[config.mk]
export PLATFORM = sky130hd
export DESIGN_NAME = id_ex_pipe_reg
export DESIGN_NICKNAME = d
export VERILOG_FILES = /design/src/rtl/id_ex_pipe_reg_pkg.sv /design/src/rtl/id_ex_pipe_reg_field.sv /design/src/rtl/id_ex_pipe_reg.sv
export SDC_FILE = /design/constraint.sdc
export NUM_CORES = 1
export LEC_CHECK = 0
export CORE_MARGIN = 4
export CORE_UTILIZATION = 25
export DETAILED_ROUTE_END_ITERATION = 16
export HOLD_SLACK_MARGIN = 0.08
export PLACE_DENSITY = 0.64
export SYNTH_ARGS = -nofsm -noshare
export SYNTH_HDL_FRONTEND = slang
export SYNTH_HIERARCHICAL = 1
export SYNTH_SLANG_ARGS = --single-unit
[constraint.sdc]
create_clock -name clk -period 1.7 [get_ports clk]
set_input_delay 0.34 -clock clk [delete_from_list [all_inputs] [get_ports clk]]
set_output_delay 0.34 -clock clk [all_outputs]
set_load 0.01 [all_outputs]
[src/rtl/id_ex_pipe_reg_pkg.sv]
// id_ex_pipe_reg_pkg: ID/EX bundle widths, bit positions and bubble constants
package id_ex_pipe_reg_pkg;
  localparam int EX_W = 6;
  localparam int MEM_W = 3;
  localparam int WB_W = 2;
  localparam int ALUSRC_B = 5;
  localparam int REGDST_B = 4;
  localparam int OPC_HI = 3;
  localparam int OPC_LO = 0;
  localparam int MRD_B = 2;
  localparam int MWR_B = 1;
  localparam int MHALF_B = 0;
  localparam int M2R_B = 1;
  localparam int RWR_B = 0;
  localparam logic [EX_W-1:0] EX_BUBBLE = '0;
  localparam logic [MEM_W-1:0] MEM_BUBBLE = '0;
  localparam logic [WB_W-1:0] WB_BUBBLE = '0;
endpackage

[src/rtl/id_ex_pipe_reg_field.sv]
// pipe_field_reg: one pipeline field with clear-to-zero (over hold) and hold
module pipe_field_reg #(
  parameter int W = 1
) (
  input  logic         clk,
  input  logic         rst,
  input  logic         clear,
  input  logic         hold,
  input  logic [W-1:0] d,
  output logic [W-1:0] q
);
  logic [W-1:0] q_d, q_q;
  always_comb q_d = clear ? '0 : hold ? q_q : d;
  always_ff @(posedge clk)
    if (rst) q_q <= '0;
    else q_q <= q_d;
  assign q = q_q;
endmodule

[src/rtl/id_ex_pipe_reg.sv]
// id_ex_pipe_reg: ID/EX pipeline register with stall, flush, halt squash and bubble counting
module id_ex_pipe_reg
  import id_ex_pipe_reg_pkg::*;
#(
  parameter int DW = 16,
  parameter int RW = 4,
  parameter int CNT_W = 16
) (
  input  logic             clk,
  input  logic             rst,
  input  logic             stall,
  input  logic             flush,
  input  logic             id_valid,
  input  logic [DW-1:0]    id_pc,
  input  logic [DW-1:0]    id_rs_data,
  input  logic [DW-1:0]    id_rt_data,
  input  logic [DW-1:0]    id_imm,
  input  logic [RW-1:0]    id_rs,
  input  logic [RW-1:0]    id_rt,
  input  logic [RW-1:0]    id_rd,
  input  logic [EX_W-1:0]  id_ex_ctl,
  input  logic [MEM_W-1:0] id_mem_ctl,
  input  logic [WB_W-1:0]  id_wb_ctl,
  input  logic             id_halt,
  output logic             ex_valid,
  output logic [DW-1:0]    ex_pc,
  output logic [DW-1:0]    ex_rs_data,
  output logic [DW-1:0]    ex_rt_data,
  output logic [DW-1:0]    ex_imm,
  output logic [RW-1:0]    ex_rs,
  output logic [RW-1:0]    ex_rt,
  output logic [RW-1:0]    ex_rd,
  output logic [EX_W-1:0]  ex_ex_ctl,
  output logic [MEM_W-1:0] ex_mem_ctl,
  output logic [WB_W-1:0]  ex_wb_ctl,
  output logic             ex_halt,
  output logic             halted,
  output logic [CNT_W-1:0] bubble_cnt
);
  logic clear, valid_nx, halted_d, halted_q;
  logic [CNT_W-1:0] cnt_d, cnt_q;
  // Invalid IDs and post-halt instructions load as an all-zero bubble
  always_comb begin
    clear = flush | (~stall & (halted_q | ~id_valid));
    valid_nx = flush ? 1'b0 : stall ? ex_valid : id_valid & ~halted_q;
    halted_d = flush ? 1'b0 : stall ? halted_q : halted_q | (id_valid & id_halt);
    cnt_d = (~valid_nx && ~&cnt_q) ? cnt_q + CNT_W'(1) : cnt_q;
  end
  always_ff @(posedge clk)
    if (rst) begin
      halted_q <= 1'b0;
      cnt_q <= '0;
    end else begin
      halted_q <= halted_d;
      cnt_q <= cnt_d;
    end
  assign halted = halted_q;
  assign bubble_cnt = cnt_q;
  pipe_field_reg #(1)     u_valid (.clk, .rst, .clear, .hold(stall), .d(id_valid),   .q(ex_valid));
  pipe_field_reg #(DW)    u_pc    (.clk, .rst, .clear, .hold(stall), .d(id_pc),      .q(ex_pc));
  pipe_field_reg #(DW)    u_rsd   (.clk, .rst, .clear, .hold(stall), .d(id_rs_data), .q(ex_rs_data));
  pipe_field_reg #(DW)    u_rtd   (.clk, .rst, .clear, .hold(stall), .d(id_rt_data), .q(ex_rt_data));
  pipe_field_reg #(DW)    u_imm   (.clk, .rst, .clear, .hold(stall), .d(id_imm),     .q(ex_imm));
  pipe_field_reg #(RW)    u_rs    (.clk, .rst, .clear, .hold(stall), .d(id_rs),      .q(ex_rs));
  pipe_field_reg #(RW)    u_rt    (.clk, .rst, .clear, .hold(stall), .d(id_rt),      .q(ex_rt));
  pipe_field_reg #(RW)    u_rd    (.clk, .rst, .clear, .hold(stall), .d(id_rd),      .q(ex_rd));
  pipe_field_reg #(EX_W)  u_exc   (.clk, .rst, .clear, .hold(stall), .d(id_ex_ctl),  .q(ex_ex_ctl));
  pipe_field_reg #(MEM_W) u_memc  (.clk, .rst, .clear, .hold(stall), .d(id_mem_ctl), .q(ex_mem_ctl));
  pipe_field_reg #(WB_W)  u_wbc   (.clk, .rst, .clear, .hold(stall), .d(id_wb_ctl),  .q(ex_wb_ctl));
  pipe_field_reg #(1)     u_halt  (.clk, .rst, .clear, .hold(stall), .d(id_halt),    .q(ex_halt));
endmodule

==> metrics.cfg, run 1 <==
[routing]
routedWlPerCell_um=14.9
drtPass1Iterations=4
ant_nets=0
drt_iter0_markers=157
vias=3678
routed_wl_mm=12.5
via_per_inst=4.40
remaining_drc_errors=0

[yosys]
syn_area_mm2=0.00421
synth_seq_cells=106
syn_nets=497
ys_top_cells_by_count=dfxtp_1, mux2i_1, nor2_1, nor3_1, a21oi_1
synth_most_common_cell=dfxtp_1
synth_top_area_cell=dfxtp_1
synth.avg_cell_area_um2=10.4
synth_top_area_share_pct=50.4
synth_enable_flop_cells=0
netlist_instances=403
synth-main-ff-cell=dfxtp_1
synthArstFlopShare_pct=0
synthDistinctLibCells=36
yosys_warnings=6
yosys-top-cells-area=dfxtp_1, mux2i_1, nor2_1
seq_area_frac_synth_pct=50.4

[sta]
min_period_ps=1640
holdWs_ps=263
timing.final.ws_setup_ps=60.8
max-slew-margin-rel_pct=62.7
worst_clock_skew_ps=7.70
timing_hold_violations_final=0
slew_violations=0
max_freq_mhz=610
period_share_pct=96.4
fin_tns_setup_ps=0
tightest_slew_ps=559
setup_viol=0

[worst_setup_path]
critPathCaptureType=output port
cp_max_fo=5
crit_required_ps=1360
r2r-start=bubble_cnt[0]
r2r_slack_ps=70
rr_endpoint=bubble_cnt[11]
arrival_ps=1300
cp_slowest_stage_delay_ps=570
start_kind=register
cp_cell_sequence=clkdlybuf4s50_1
crit_start=bubble_cnt[15]
path_delay_family=buffers and inverters
r2r_cells=6
crit_cells=1
endpoint=bubble_cnt[15]
crit_buf_inv=1
cpMaxStageDelayCell=clkdlybuf4s50_1
path_class=register to output port

[placed_design]
dp_hpwl_mm=9.44
gp_congestion=0.733
place_ws_ps=-395
placedCellCount=818
port-buffer-count=198
place_area_mm2=0.00648

[grt]
grt_pass1_vias=3700
grt_pass1_wl_mm=18.4
antenna_found_initial=0
grt_max_degree=81
grt-ovfl-total=0
grt_usage_pct=12.4

[layout]
final_nets=705
postLayoutCoreUtil_pct=41.5
stdcell_count=836
drive_gt1_share_pct=10.2
area_growth_pct=62.8
design_area_mm2=0.00685
antenna_cells=0

[floorplanning]
coreArea_mm2=0.0165
initial_utilization_pct=25.5
dieArea_mm2=0.0190
num_rows=47
ioPinCount=199
die_x_um=138
die_y_um=138

[clock_network]
cts_buffer_depth=2
path_clk_slew_ps=70
insertion_delay_ps=340
cts_max_level=3
numCtsBuffers=9
root_buffer=clkbuf_16
cts_tree=done
cts.sinks=106

[run]
drv_cap=0

[status]
status=complete, no violations

[min_path]
hold_path.class=primary input to register

[power]
p_total_mw=5.43
p_per_area_mw_per_mm2=793
p_leak_nw=2.83
max-vdd-ir-drop_uv=415

-- worst min-delay path by stage --
stage / from / to / depth (start not counted)
after floorplan: rst / u_halt/q / 1
after global placement: u_rtd/q[0] / u_rtd/q[0] / 2
after detailed placement: u_imm/q[7] / u_imm/q[7] / 2
after CTS: rst / u_rt/q[1] / 2
after global routing: flush / halted / 2
final: flush / halted / 2
-- per-layer routing --
layer / GRT usage [%] / vias to the layer above / part of all wire, %
met5: 0 / - / 0
li1: - / 1834 / -
met1: 14.7 / 1696 / 41
met3: 2.15 / 17 / 5.8
met2: 21.8 / 131 / 51
met4: 5.27 / 0 / 1.9
-- cells by family after synthesis --
| kind of cell | Yosys count | synth area share (%) |
|---|---|---|
| buf+inv | 30 | 4.99 |
| compound gates | 27 | 4.16 |
| simple gates | 146 | 17.9 |
| fa+ha+maj | 1 | 0.297 |
| flops | 106 | 50.4 |
| mux | 93 | 22.2 |
-- flip-flops by register name, indices dropped and copies added (netlist names), 6 cells and up --
name,count
u_rsd/q,16
u_exc/q,6
u_imm/q,16
bubble_cnt,16
u_pc/q,16
u_rtd/q,16
-- timing repair --
| action | in CTS | in global routing |
|---|---|---|
| hold buffers | 0 | 0 |
| setup buffers | 0 | 1 |
| cloned | 0 | 1 |
| endpoints found under the setup margin | 19 | 48 |
| resized for setup | 7 | 17 |
| endpoints found under the hold margin | 0 | 0 |
| pin swaps | 0 | 0 |
-- where the power goes --
part | internal, mW | leakage [nW] | switching, mW
Combinational | 0.444 | 1.82 | 0.286
Clock | 1.19 | 0.149 | 0.930
Sequential | 2.55 | 0.863 | 0.0398
-- cell type report --
cell class / count / area (µm²)
Timing Repair Buffer: 221 / 2210
Clock buffer: 10 / 239
Clock inverter: 6 / 65.1
Sequential cell: 106 / 2130
Multi-Input combinational cell: 268 / 1920
Tap cell: 220 / 275
Fill cell: 1586 / 9670
Inverter: 5 / 18.8
-- placed cells by master (no fill, tap or decap), types with 3 or more instances in the layout --
master,netlist,routed
nand2b_1,3,3
a21oi_1,10,10
nor3_1,20,20
a211oi_1,7,5
mux2_2,3,3
buf_12,0,4
nor2_1,76,76
dfxtp_2,0,5
nand4_1,5,5
o31ai_1,7,7
dlymetal6s2s_1,0,7
inv_1,5,5
dlygate4sd2_1,0,4
dfxtp_1,106,101
clkbuf_16,0,9
nand3_1,4,4
nor2b_1,3,3
mux2i_1,90,90
and3_1,4,3
or4_1,7,7
nand2_1,5,5
buf_4,5,20
clkdlybuf4s50_1,0,185
Power figures use the tool's default switching activity.
==> run 2: changes to the inputs <==
Settings changed: TNS_END_PERCENT set to 1.
==> results of run 2 <==
Same layout as run 1: the final DEF is identical, and so are final timing and power.
